`src/rtl/dbus_arbiter.sv`:
```
// Two-master data-bus arbiter: registered grant, owner muxing onto the slave side, round-robin with burst limit.
// Optional macro DBUS_CPU_PRIO_EN: master 0 wins ties, preempts master 1 and has no burst limit.
module dbus_arbiter #(
    parameter int MAX_BURST = 4
) (
    input  logic        clk,
    input  logic        reset,
    input  logic        m0_req,
    input  logic [31:0] m0_addr,
    input  logic [31:0] m0_wdata,
    input  logic [3:0]  m0_byteen,
    output logic        m0_gnt,
    output logic [31:0] m0_rdata,
    input  logic        m1_req,
    input  logic [31:0] m1_addr,
    input  logic [31:0] m1_wdata,
    input  logic [3:0]  m1_byteen,
    output logic        m1_gnt,
    output logic [31:0] m1_rdata,
    output logic [31:0] s_addr,
    output logic [31:0] s_wdata,
    output logic [3:0]  s_byteen,
    input  logic [31:0] s_rdata
);

    localparam int BW = $clog2(MAX_BURST + 1);
    localparam logic [BW-1:0] BEAT_MAX  = BW'(MAX_BURST);
    localparam logic [BW-1:0] BEAT_LAST = BW'(MAX_BURST - 1);

`ifdef DBUS_CPU_PRIO_EN
    localparam bit CPU_PRIO = 1'b1;
`else
    localparam bit CPU_PRIO = 1'b0;
`endif

    typedef enum logic [1:0] {OWN_NONE, OWN_M0, OWN_M1} owner_t;
    typedef enum logic {LAST_M0, LAST_M1} last_t;

    owner_t        owner;
    last_t         last;
    logic [BW-1:0] beats;
    logic [BW-1:0] beats_inc;
    logic          at_limit;
    logic          m0_beat;
    logic          m1_beat;

    assign beats_inc = (beats == BEAT_MAX) ? beats : beats + 1'b1;
    // True when the beat in progress is the owner's MAX_BURST-th (or later, once saturated).
    assign at_limit  = (beats >= BEAT_LAST);

    always_ff @(posedge clk or posedge reset) begin
        if (reset) begin
            owner <= OWN_NONE;
            last  <= LAST_M1;
            beats <= '0;
        end else begin
            case (owner)
                OWN_NONE: begin
                    beats <= '0;
                    if (m0_req && (!m1_req || CPU_PRIO || last == LAST_M1)) begin
                        owner <= OWN_M0;
                        last  <= LAST_M0;
                    end else if (m1_req) begin
                        owner <= OWN_M1;
                        last  <= LAST_M1;
                    end
                end
                OWN_M0: begin
                    if (!m0_req) begin
                        beats <= '0;
                        if (m1_req) begin
                            owner <= OWN_M1;
                            last  <= LAST_M1;
                        end else begin
                            owner <= OWN_NONE;
                        end
                    end else if (m1_req && at_limit && !CPU_PRIO) begin
                        owner <= OWN_M1;
                        last  <= LAST_M1;
                        beats <= '0;
                    end else begin
                        beats <= beats_inc;
                    end
                end
                OWN_M1: begin
                    if (!m1_req) begin
                        beats <= '0;
                        if (m0_req) begin
                            owner <= OWN_M0;
                            last  <= LAST_M0;
                        end else begin
                            owner <= OWN_NONE;
                        end
                    end else if (m0_req && (at_limit || CPU_PRIO)) begin
                        owner <= OWN_M0;
                        last  <= LAST_M0;
                        beats <= '0;
                    end else begin
                        beats <= beats_inc;
                    end
                end
                default: begin
                    owner <= OWN_NONE;
                    beats <= '0;
                end
            endcase
        end
    end

    assign m0_gnt  = (owner == OWN_M0);
    assign m1_gnt  = (owner == OWN_M1);
    assign m0_beat = m0_gnt & m0_req;
    assign m1_beat = m1_gnt & m1_req;

    always_comb begin
        s_addr   = '0;
        s_wdata  = '0;
        s_byteen = '0;
        if (m0_gnt) begin
            s_addr  = m0_addr;
            s_wdata = m0_wdata;
        end else if (m1_gnt) begin
            s_addr  = m1_addr;
            s_wdata = m1_wdata;
        end
        // Byte enables only on a real beat so a granted but idle master never writes.
        if (m0_beat) begin
            s_byteen = m0_byteen;
        end else if (m1_beat) begin
            s_byteen = m1_byteen;
        end
    end

    assign m0_rdata = m0_gnt ? s_rdata : '0;
    assign m1_rdata = m1_gnt ? s_rdata : '0;

endmodule

```
`config.mk`:
```
export PLATFORM = sky130hd
export DESIGN_NAME = dbus_arbiter
export DESIGN_NICKNAME = d
export VERILOG_FILES = /design/src/rtl/dbus_arbiter.sv
export SDC_FILE = /design/constraint.sdc
export NUM_CORES = 1
export LEC_CHECK = 0
export BUFFER_PORTS_ARGS = -buffer_cell sky130_fd_sc_hd__buf_2
export CAP_MARGIN = 40
export CORE_AREA = 2 2 119 121
export CTS_BUF_LIST = sky130_fd_sc_hd__clkbuf_4 sky130_fd_sc_hd__clkbuf_8 sky130_fd_sc_hd__clkbuf_16
export DETAILED_ROUTE_END_ITERATION = 10
export DIE_AREA = 0 0 121 123
export GPL_TIMING_DRIVEN = 0
export MAX_ROUTING_LAYER = met4
export SYNTH_ARGS = -nofsm -noshare
export SYNTH_HDL_FRONTEND = slang
export SYNTH_SLANG_ARGS = --single-unit
```
`constraint.sdc`:
```
create_clock -name clk -period 2.67 [get_ports clk]
set_input_delay 0.801 -clock clk [delete_from_list [all_inputs] [get_ports clk]]
set_output_delay 0.801 -clock clk [all_outputs]
set_load 0.05 [all_outputs]
```
==> impl_metrics.prom <==
# TYPE chip_impl_metric gauge
chip_impl_metric{name="seq_area_frac_synth",unit="%"} 9.48
chip_impl_metric{name="multi_input_area",unit="um^2"} 1450
chip_impl_info{name="synth_top_cell_by_area",value="sky130_fd_sc_hd__a22o_1"} 1
chip_impl_metric{name="synth-compound-area-share",unit="%"} 44.0
chip_impl_metric{name="syn_area",unit="um^2"} 1600
chip_impl_metric{name="numCtsBuffers",unit=""} 3
chip_impl_metric{name="max_clock_freq",unit="MHz"} 384
chip_impl_metric{name="syn-instance-count",unit=""} 212
chip_impl_metric{name="critPathBufInv",unit=""} 4
chip_impl_info{name="clock_tree.root_cell",value="sky130_fd_sc_hd__clkbuf_16"} 1
chip_impl_metric{name="timing.final.ws_setup",unit="ns"} 0.0637
chip_impl_metric{name="required",unit="ns"} 1.87
chip_impl_metric{name="timing.final.setup_violations",unit=""} 0
chip_impl_metric{name="row_count",unit=""} 43
chip_impl_metric{name="post_dp_hpwl",unit="um"} 9800
chip_impl_metric{name="buffer_ports.inserted",unit=""} 305
chip_impl_metric{name="layout.nets",unit=""} 702
chip_impl_info{name="clock_tree_from_tritoncts",value="built"} 1
chip_impl_info{name="critPathLaunchType",value="flop"} 1
chip_impl_metric{name="relSlewSlack",unit="%"} 80.3
chip_impl_info{name="cell_types_with_the_highest_counts_after_synthesis",value="sky130_fd_sc_hd__a22o_1, sky130_fd_sc_hd__and2_1, sky130_fd_sc_hd__clkbuf_1"} 1
chip_impl_metric{name="detail-route-antenna-nets",unit=""} 0
chip_impl_metric{name="clkSlewWorstSetupHoldPaths",unit="ns"} 0.03
chip_impl_metric{name="synth.ff_latch_count",unit=""} 6
chip_impl_metric{name="yosysWarningCount",unit=""} 0
chip_impl_info{name="critical_path.endpoint_type",value="output port"} 1
chip_impl_metric{name="drive_gt1_share",unit="%"} 83.3
chip_impl_metric{name="drv_cap",unit=""} 0
chip_impl_metric{name="pin_count",unit=""} 306
chip_impl_metric{name="total_leakage_power",unit="nW"} 2.32
chip_impl_metric{name="grt_max_degree",unit=""} 11
chip_impl_metric{name="holdWs",unit="ns"} 0.476
chip_impl_metric{name="synth_top_area_share",unit="%"} 36.7
chip_impl_metric{name="grtUsageTotal",unit="%"} 13.8
chip_impl_info{name="critPathKind",value="flop to output port"} 1
chip_impl_metric{name="fin_cells",unit=""} 703
chip_impl_info{name="critPathSlowestCell",value="sky130_fd_sc_hd__dfrtp_1"} 1
chip_impl_metric{name="synth_simple_gate_area_share",unit="%"} 30.1
chip_impl_metric{name="final_util",unit="%"} 30.2
chip_impl_metric{name="die_h",unit="um"} 123
chip_impl_metric{name="final-max-slew-violation-count",unit=""} 0
chip_impl_metric{name="peakVddDrop",unit="V"} 0.000846
chip_impl_metric{name="place_inst",unit=""} 697
chip_impl_info{name="synth_most_common_cell",value="sky130_fd_sc_hd__a22o_1"} 1
chip_impl_metric{name="worstPathMaxFanout",unit=""} 10
chip_impl_metric{name="critPathArrivalTime",unit="ns"} 1.81
chip_impl_info{name="timing.critical_path.max_delay_family",value="buffers and inverters"} 1
chip_impl_metric{name="timing.final.crit_share",unit="%"} 97.6
chip_impl_metric{name="post-place-ws",unit="ns"} -0.313
chip_impl_metric{name="worst_pin_slew",unit="ns"} 0.295
chip_impl_metric{name="grt_overflow_total",unit=""} 0
chip_impl_metric{name="fillers",unit=""} 1461
chip_impl_metric{name="clock_insertion_delay_at_the_later_pin_of_the_skew_report",unit="ns"} 0.23
chip_impl_info{name="synth_top_family_by_area",value="compound AO/OA/AOI/OAI gates"} 1
chip_impl_metric{name="die_width",unit="um"} 121
chip_impl_metric{name="grt_pass1_vias",unit=""} 2601
chip_impl_metric{name="initial_core_util",unit="%"} 11.7
chip_impl_metric{name="finalCriticalPeriod",unit="ns"} 2.61
chip_impl_metric{name="routed_len_inst",unit="um"} 16.9
chip_impl_info{name="rsz0062_at_grt",value="true"} 1
chip_impl_metric{name="gp_congestion",unit=""} 0.789
chip_impl_metric{name="avgSynthCellArea",unit="um^2"} 7.54
chip_impl_metric{name="power.density",unit="nW/um^2"} 1440
chip_impl_info{name="outcome",value="complete, no violations"} 1
chip_impl_metric{name="count_of_flip_flops_with_a_built_in_enable_after_synthesis",unit=""} 0
chip_impl_metric{name="async_flop_share",unit="%"} 100
chip_impl_metric{name="report.power.total",unit="mW"} 5.93
chip_impl_metric{name="finalHoldViolCount",unit=""} 0
chip_impl_metric{name="clockBufferDepth",unit=""} 2
chip_impl_metric{name="drc_violation_count_after_routing",unit=""} 0
chip_impl_metric{name="drtPass1Iterations",unit=""} 4
chip_impl_metric{name="total_number_of_cells_along_the_worst_setup_path",unit=""} 7
chip_impl_metric{name="syn_nets",unit=""} 391
chip_impl_metric{name="clock_tree.htree_level_count",unit=""} 1
chip_impl_info{name="endpoint_of_the_worst_register_to_register_path",value="owner[1]$_DFFE_PP0P_"} 1
chip_impl_metric{name="core_area",unit="um^2"} 13600
chip_impl_metric{name="post_synthesis_adder_cell_area_fraction",unit="%"} 5.48
chip_impl_metric{name="crit_path_max_incr_delay",unit="ns"} 0.43
chip_impl_metric{name="number_of_drc_markers_in_iteration_0",unit=""} 128
chip_impl_metric{name="grt_pass1_wl",unit="um"} 15100
chip_impl_metric{name="sequential_cell_area",unit="um^2"} 151
chip_impl_metric{name="grt_antenna_before_repair",unit=""} 1
chip_impl_metric{name="layout-area-overhead-vs-synth",unit="%"} 157
chip_impl_metric{name="die-area",unit="um^2"} 14900
chip_impl_info{name="synth_top_cells_by_area",value="sky130_fd_sc_hd__a22o_1, sky130_fd_sc_hd__and2_1, sky130_fd_sc_hd__dfrtp_1"} 1
chip_impl_info{name="cp_cell_sequence",value="inv_2 -> ha_2 -> nor2b_4 -> buf_8 -> buf_6 -> a22o_2 -> buf_6"} 1
chip_impl_metric{name="cts.sink_count",unit=""} 6
chip_impl_metric{name="cts_hold_buffers",unit=""} 0
chip_impl_metric{name="post_drt_via_cell_ratio",unit=""} 4.12
chip_impl_metric{name="wire_length_after_detailed_routing",unit="um"} 11900
chip_impl_info{name="crit_start",value="owner[0]$_DFFE_PP0P_"} 1
chip_impl_info{name="synthFlopType",value="sky130_fd_sc_hd__dfrtp_1"} 1
chip_impl_info{name="path_common_cell",value="sky130_fd_sc_hd__buf_6"} 1
chip_impl_metric{name="worst-r2r-setup-slack",unit="ns"} 0.79
chip_impl_metric{name="ys_types",unit=""} 30
chip_impl_metric{name="post_synth_mux_area_share",unit="%"} 1.57
chip_impl_metric{name="skew",unit="ns"} 0.000546
chip_impl_info{name="worst_r2r_startpoint",value="owner[0]$_DFFE_PP0P_"} 1
chip_impl_metric{name="synthXorXnorAreaFrac",unit="%"} 0.548
chip_impl_metric{name="r2r_depth",unit=""} 7
chip_impl_metric{name="via_count",unit=""} 2897
chip_impl_info{name="hold_path_class",value="primary input to asynchronous set/reset pin"} 1
## sequential cells by signal (all words and copies together) (netlist names)
signal and count:
owner 2, beats 3, last 1
## power breakdown
group          switching, mW  total (mW)  internal (mW)
Sequential            0.0299       0.156          0.126
Clock                 0.0548       0.263          0.209
Combinational           3.64        5.52           1.87
Total                   3.73        5.93           2.21
## cell type report
| cell class | count | area share (%) |
|---|---|---|
| buffer | 24 | 4.93 |
| timing repair buffer | 306 | 47.8 |
| clock buffer | 4 | 2.01 |
| multi-input combinational | 174 | 35.3 |
| inverter | 8 | 0.730 |
| sequential | 6 | 3.68 |
| tap | 180 | 5.47 |
| antenna | 1 | 0.0608 |
## routing by layer
layer	GRT usage (%)	vias up	part of all wire, %
met2	23.5	149	51
met4	3.20	0	0.92
met3	1.75	8	6.5
li1	-	1396	-
met1	17.6	1344	42
met5	-	-	0
## worst max path at each step
stage	endpoint	slack (ns)
floorplan	m0_rdata[0]	0.05
global placement	s_addr[25]	-0.33
detailed placement	s_addr[25]	-0.31
CTS	m0_rdata[24]	-0.01
global route	s_byteen[2]	-0.008
finish	s_wdata[21]	0.06
## logic make-up (layout without fill, tap and decap cells)
kind of cell / Yosys count / after routing
adder cells (fa/ha/maj): 7 / 7
other: 0 / 1
flip-flops: 6 / 6
AND/OR/NAND/NOR: 80 / 80
XOR/XNOR: 1 / 1
multiplexers: 2 / 2
AO/OA/AOI/OAI: 84 / 84
buffers and inverters: 32 / 342
## cell usage in the layout (no fill, tap or decap), types with 2 or more instances in the layout
cell                        Yosys  final
sky130_fd_sc_hd__buf_2         10    210
sky130_fd_sc_hd__a22o_2         0     60
sky130_fd_sc_hd__buf_6          1     57
sky130_fd_sc_hd__buf_4          0     49
sky130_fd_sc_hd__and2_1        65     36
sky130_fd_sc_hd__and2_2         0     29
sky130_fd_sc_hd__clkbuf_2       0      7
sky130_fd_sc_hd__a22o_1        67      7
sky130_fd_sc_hd__inv_1          8      6
sky130_fd_sc_hd__a21oi_1        6      6
sky130_fd_sc_hd__nand2_1        5      5
sky130_fd_sc_hd__clkbuf_4       0      5
sky130_fd_sc_hd__ha_1           7      5
sky130_fd_sc_hd__dfrtp_1        5      5
sky130_fd_sc_hd__buf_8          0      3
sky130_fd_sc_hd__nor2_1         4      3
sky130_fd_sc_hd__clkbuf_16      0      3
sky130_fd_sc_hd__o21ai_0        3      2
sky130_fd_sc_hd__inv_2          0      2
## repair_timing
| item | CTS | global route |
|---|---|---|
| buffers inserted | 0 | 0 |
| resized for setup | 125 | 74 |
| gates cloned | 0 | 1 |
| setup endpoints to repair | 130 | 99 |
## worst register-to-register path, delay by kind of cell, from the launching register on
| family | cells | cell delay (ns) |
|---|---|---|
| AOI/OAI and AO/OA | 2 | 0.40 |
| adders and majority gates | 1 | 0.20 |
| buffers and inverters | 2 | 0.26 |
| DFF | 1 | 0.43 |
| muxes | 1 | 0.34 |
| and+or+nand+nor | 1 | 0.13 |
## stage by stage
stage	cell area, um^2	TNS (ns)
3_3_place_gp	3470	-22.43
5_1_grt	4110	-0.0358
4_1_cts	3860	-0.0752
6_report	4110	0
2_1_floorplan	1720	0
3_5_place_dp	3470	-22.04
No activity file was read; power rests on OpenSTA's default activity.
